File: config.mk
export PLATFORM = sky130hd
export DESIGN_NAME = poly_reduce_stream
export DESIGN_NICKNAME = d
export VERILOG_FILES = /design/src/rtl/poly_pkg.sv /design/src/rtl/poly_coef_buffer.sv /design/src/rtl/poly_reduce_stream.sv
export SDC_FILE = /design/constraint.sdc
export NUM_CORES = 1
export LEC_CHECK = 0
export BUFFER_PORTS_ARGS = -buffer_cell sky130_fd_sc_hd__buf_2
export CAP_MARGIN = 20
export CORE_MARGIN = 2
export CORE_UTILIZATION = 45
export DETAILED_ROUTE_END_ITERATION = 10
export HOLD_SLACK_MARGIN = 0.12
export PLACE_DENSITY = 0.68
export SETUP_SLACK_MARGIN = 0.05
export SKIP_LAST_GASP = 1
export SLEW_MARGIN = 20
export SYNTH_ARGS = -nofsm -noshare
export SYNTH_HDL_FRONTEND = slang
export SYNTH_SLANG_ARGS = --single-unit
File: constraint.sdc
create_clock -name clk -period 10.2 [get_ports clk]
set_input_delay 0 -clock clk [delete_from_list [all_inputs] [get_ports clk]]
set_output_delay 0 -clock clk [all_outputs]
set_load 0.02 [all_outputs]
File: src/rtl/poly_pkg.sv
// Shared definitions for the streaming polynomial reducer: mode and state
// encodings plus the add/subtract reduction primitive.
package poly_pkg;

  localparam logic MODE_CYCLIC     = 1'b0;
  localparam logic MODE_NEGACYCLIC = 1'b1;

  typedef enum logic {
    ST_LOAD = 1'b0,
    ST_EMIT = 1'b1
  } state_t;

  localparam int RED_MAX_W = 64;

  // Operates at a fixed wide width; callers truncate to their coefficient width,
  // which gives the required modulo-2^WIDTH wrap.
  function automatic logic [RED_MAX_W-1:0] poly_red_op(input logic [RED_MAX_W-1:0] a,
                                                       input logic [RED_MAX_W-1:0] b,
                                                       input logic                 mode);
    return (mode == MODE_NEGACYCLIC) ? (a - b) : (a + b);
  endfunction

endpackage

File: src/rtl/poly_coef_buffer.sv
// 2N-entry coefficient register file with indexed write, synchronous clear,
// and paired reads of entries idx and idx+N.
module poly_coef_buffer
  import poly_pkg::*;
#(
  parameter int WIDTH  = 8,
  parameter int DEGREE = 4,
  parameter int CNT_W  = $clog2(2*DEGREE)
) (
  input  logic             clk,
  input  logic             rst,
  input  logic             clear,
  input  logic             wr_en,
  input  logic [CNT_W-1:0] wr_addr,
  input  logic [WIDTH-1:0] wr_data,
  input  logic [CNT_W-1:0] rd_idx,
  output logic [WIDTH-1:0] rd_lo,
  output logic [WIDTH-1:0] rd_hi
);

  logic [WIDTH-1:0] mem [2*DEGREE];
  logic [CNT_W-1:0] hi_idx;

  assign hi_idx = rd_idx + CNT_W'(DEGREE);

  always_ff @(posedge clk) begin
    if (rst || clear) begin
      for (int i = 0; i < 2*DEGREE; i++) mem[i] <= '0;
    end else if (wr_en) begin
      mem[wr_addr] <= wr_data;
    end
  end

  // Write-through so the final input beat can feed r[0] on the same edge it is stored.
  assign rd_lo = (wr_en && (wr_addr == rd_idx)) ? wr_data : mem[rd_idx];
  assign rd_hi = (wr_en && (wr_addr == hi_idx)) ? wr_data : mem[hi_idx];

endmodule

File: src/rtl/poly_reduce_stream.sv
// Streams in up to 2N product coefficients, reduces them modulo x^N+1 or x^N-1,
// and streams out the N reduced coefficients with valid/ready on both sides.
module poly_reduce_stream
  import poly_pkg::*;
#(
  parameter int WIDTH  = 8,
  parameter int DEGREE = 4,
  parameter int CNT_W  = $clog2(2*DEGREE)
) (
  input  logic             clk,
  input  logic             rst,
  input  logic             mode,
  input  logic             in_valid,
  output logic             in_ready,
  input  logic [WIDTH-1:0] in_data,
  input  logic             in_last,
  output logic             out_valid,
  input  logic             out_ready,
  output logic [WIDTH-1:0] out_data,
  output logic             out_last,
  output logic             busy
);

  localparam logic [CNT_W-1:0] LAST_CNT = CNT_W'(2*DEGREE - 1);
  localparam logic [CNT_W-1:0] LAST_IDX = CNT_W'(DEGREE - 1);
  localparam logic [CNT_W-1:0] PENULT   = CNT_W'(DEGREE - 2);

  state_t           state, state_next;
  logic [CNT_W-1:0] cnt, idx, rd_idx;
  logic             mode_q, eff_mode;
  logic             in_fire, out_fire, buf_clear;
  logic [WIDTH-1:0] rd_lo, rd_hi, red;

  assign in_fire  = in_valid & in_ready;
  assign out_fire = out_valid & out_ready;

  poly_coef_buffer #(.WIDTH(WIDTH), .DEGREE(DEGREE), .CNT_W(CNT_W)) u_buf (
    .clk     (clk),
    .rst     (rst),
    .clear   (buf_clear),
    .wr_en   (in_fire),
    .wr_addr (cnt),
    .wr_data (in_data),
    .rd_idx  (rd_idx),
    .rd_lo   (rd_lo),
    .rd_hi   (rd_hi)
  );

  always_ff @(posedge clk) begin
    if (rst) state <= ST_LOAD;
    else     state <= state_next;
  end

  // A single-beat polynomial finishes on its first beat, before mode_q is loaded.
  always_comb begin
    state_next = state;
    buf_clear  = 1'b0;
    rd_idx     = '0;
    eff_mode   = mode_q;
    case (state)
      ST_LOAD: begin
        if (cnt == '0) eff_mode = mode;
        if (in_fire && (in_last || (cnt == LAST_CNT))) state_next = ST_EMIT;
      end
      ST_EMIT: begin
        if (idx != LAST_IDX) rd_idx = idx + CNT_W'(1);
        if (out_fire && out_last) begin
          state_next = ST_LOAD;
          buf_clear  = 1'b1;
        end
      end
      default: state_next = ST_LOAD;
    endcase
    red = WIDTH'(poly_red_op(RED_MAX_W'(rd_lo), RED_MAX_W'(rd_hi), eff_mode));
  end

  always_ff @(posedge clk) begin
    if (rst) begin
      in_ready  <= 1'b1;
      out_valid <= 1'b0;
      out_data  <= '0;
      out_last  <= 1'b0;
      busy      <= 1'b0;
      cnt       <= '0;
      idx       <= '0;
      mode_q    <= MODE_CYCLIC;
    end else begin
      in_ready <= (state_next == ST_LOAD);
      case (state)
        ST_LOAD: begin
          if (in_fire) begin
            cnt  <= cnt + CNT_W'(1);
            busy <= 1'b1;
            if (cnt == '0) mode_q <= mode;
            if (state_next == ST_EMIT) begin
              out_valid <= 1'b1;
              out_data  <= red;
              idx       <= '0;
              out_last  <= (DEGREE == 1);
            end
          end
        end
        ST_EMIT: begin
          if (out_fire) begin
            if (out_last) begin
              out_valid <= 1'b0;
              out_last  <= 1'b0;
              busy      <= 1'b0;
              cnt       <= '0;
            end else begin
              idx      <= idx + CNT_W'(1);
              out_data <= red;
              out_last <= (idx == PENULT);
            end
          end
        end
        default: ;
      endcase
    end
  end

endmodule
==> flow_summary.json <==
{
  "yosys_warnings": 0,
  "grt_max_degree": 36,
  "fin_cells": 605,
  "wl_um": 11000,
  "hold_start": "out_ready",
  "status": "complete, no violations",
  "grt_pass1_wl_um": 18100,
  "clockPowerShare": 0.291,
  "seq_area_frac_synth": 0.483,
  "rsz0062_at_grt": "false",
  "post_cts_buffers": 0,
  "peakVddDrop_v": 0.0000881,
  "vias_per_cell": 5.72,
  "switchingPower_w": 0.000251,
  "min_period_ps": 4880,
  "p_leak_nw": 2.04,
  "rows": 37,
  "drt-initial-drc-count": 258,
  "final_max_slew_viol_count": 0,
  "num_antenna_cells": 0,
  "ys.flop_type": "edfxtp_1",
  "synth_seq_cells": 84,
  "path_clk_slew_ps": 100,
  "skew_ps": 12.5,
  "worst-setup-path-type": "flop to flop",
  "drcViolationCount": 0,
  "cts_tree": "yes",
  "finalCritPeriodShare": 0.479,
  "dieArea_mm2": 0.0115,
  "grt_overflow_total": 0,
  "drive_above_1_share": 0.160,
  "reg2reg_depth": 19,
  "swShare": 0.310,
  "postPlaceCellArea_mm2": 0.00505,
  "min-delay-path-class": "primary input to flop",
  "dp_cells": 578,
  "io_buffer_count": 25,
  "fmax_mhz": 205,
  "synth_edf_count": 64,
  "cp-startpoint": "idx[0]$_SDFFE_PP0P_",
  "grt_pass1_vias": 3466,
  "gp_congestion": 0.873,
  "setup_ws_ps": 5320,
  "setup_viol": 0,
  "syn-num-nets": 465,
  "fin_area_mm2": 0.00536,
  "die_h_um": 107,
  "intPower_w": 0.000559,
  "comb_power_share": 0.218,
  "crit_required_ps": 10480,
  "post-place-ws_ps": 5400,
  "endpoint_kind": "flop",
  "cts_root_buffer": "clkbuf_8",
  "avgSynthCellArea_um2": 11.1,
  "maxCapViolations": 0,
  "synthToLayoutAreaGrowth_pct": 11.4,
  "fin_nets": 494,
  "final_common_cell": "edfxtp_1",
  "htree_num_levels": 3,
  "final_cell_mix": "64 x edfxtp_1, 44 x nand2_1, 44 x nor2_1",
  "async_flop_share": 0,
  "arrival_ps": 5160,
  "synth_cell_types": 45,
  "cp-start-kind": "flop",
  "power_density_mw_per_mm2": 151,
  "finalHoldViolCount": 0,
  "tns_ps": 0,
  "antenna_found_initial": 0,
  "wire_per_inst_um": 18.1,
  "num_io_pins": 26,
  "hold_path_depth": 4,
  "worstMarginPinSlew_ps": 1110,
  "yosys.area.top_type": "edfxtp_1",
  "drtPass1Iterations": 5,
  "cts.sinks": 84,
  "synth.area.top_cells": "edfxtp_1 40%, dfxtp_1 8.3%, mux4_2 7.5%, and2_1 5.6%, ha_1 3.9%",
  "seq_power_share": 0.491,
  "num_vias": 3461,
  "initial_core_util": 0.464,
  "track_usage": 0.208,
  "n_fill_cell": 929,
  "crit_fanout": 15,
  "core_mm2": 0.0104,
  "clock_latency_ps": 370,
  "slew_headroom": 0.258,
  "clockBufferDepth": 2,
  "drtAntennaViolNets": 0,
  "timing.rr.start": "idx[0]$_SDFFE_PP0P_",
  "syn_area_mm2": 0.00481,
  "dieWidth_um": 107,
  "cts_buffers": 9,
  "syn_inst": 435,
  "netlist.area_leader.share": 0.400,
  "hpwlAfterDp_um": 7880
}
-- layout make-up --
class / instances / area (um2) / area share
Clock inverter: 7 / 70.1 / 0.0131
Clock buffer: 9 / 124 / 0.0231
Inverter: 13 / 48.8 / 0.00911
Sequential cell: 84 / 2320 / 0.433
Timing Repair Buffer: 42 / 280 / 0.0523
Multi-Input combinational cell: 314 / 2340 / 0.437
Tap cell: 136 / 170 / 0.0318
-- synth_stat cells, drive strengths merged (2+ instances only) --
library cell  count
xor2              7
a31oi             6
nor3             22
nor3b             3
inv              10
clkinv            3
mux4             22
o21ai            12
dfxtp            20
a21o              4
buf               8
nor2             44
clkbuf           16
nand2b            6
a32oi             4
o21a              4
nand2            44
mux2i            10
nand3            10
ha               15
nor4              6
nand4             7
a21oi            14
mux2              6
edfxtp           64
and2             43
xnor2             9
nor2b             2
o31ai             2
o41ai             3
-- sequential cells by signal, indices dropped and copies added (netlist names) --
signal / count
busy: 1
cnt: 3
idx: 3
in_ready: 1
mode_q: 1
out_data: 8
out_last: 1
out_valid: 1
state: 1
u_buf.mem: 64
-- path summary, 6_finish.rpt --
kind / slack, ps / to
min: 150 / out_last$_SDFFE_PP0P_
max: 5320 / out_data[7]$_SDFFE_PP0P_
max reg2reg: 5320 / out_data[7]$_SDFFE_PP0P_
min reg2reg: 490 / out_data[6]$_SDFFE_PP0P_
-- stage by stage --
step / util / hold WS [ps] / total power (W)
6_report: 0.517 / 147 / 0.000810
5_1_grt: 0.517 / 204 / 0.000848
4_1_cts: 0.517 / 131 / 0.000814
3_5_place_dp: 0.487 / 291 / 0.000577
3_3_place_gp: 0.487 / 249 / 0.000575
2_1_floorplan: - / 147 / 0.000535
-- critical path: stages, from the launching register on --
cell	delay (ps)
dfxtp_1	350
ha_1	220
inv_1	60
ha_1	240
and2_1	550
xnor2_1	150
nand4b_1	470
mux2_2	450
inv_1	70
ha_1	230
mux2i_1	260
ha_1	280
nor2b_1	130
o21a_1	180
o21a_1	180
o21a_1	180
o41ai_1	320
xnor2_1	150
xnor2_1	160
o31ai_2	170
-- logic make-up after synthesis --
logic type	share of synthesized area
AND/OR/NAND/NOR	0.201
flip-flops	0.483
AO/OA/AOI/OAI	0.0695
multiplexers	0.143
buffers and inverters	0.0320
XOR/XNOR	0.0291
adder cells (fa/ha/maj)	0.0432
-- per-layer routing --
metal	global-route usage	wire length (um)	vias to the layer above	part of all wire
li1	-	-	1654	-
met1	0.269	4730	1646	0.43
met2	0.331	5180	132	0.47
met3	0.0502	704	29	0.064
met4	0.0934	339	0	0.031
met5	0	0	-	0
-- power groups by stage --
stage | logic, W | registers [W] | clock network, W
after floorplan | 0.000128 | 0.000407 | 0
after global placement | 0.000170 | 0.000405 | 0
after detailed placement | 0.000172 | 0.000406 | 0
after CTS | 0.000176 | 0.000398 | 0.000240
after global routing | 0.000198 | 0.000400 | 0.000250
final | 0.000176 | 0.000398 | 0.000236
-- timing repair --
action                                 CTS  global route
hold buffers                            11             0
setup endpoints to repair                0             0
gates resized for setup                  0             0
endpoints found under the hold margin   60             0
Power figures use the tool's default switching activity.
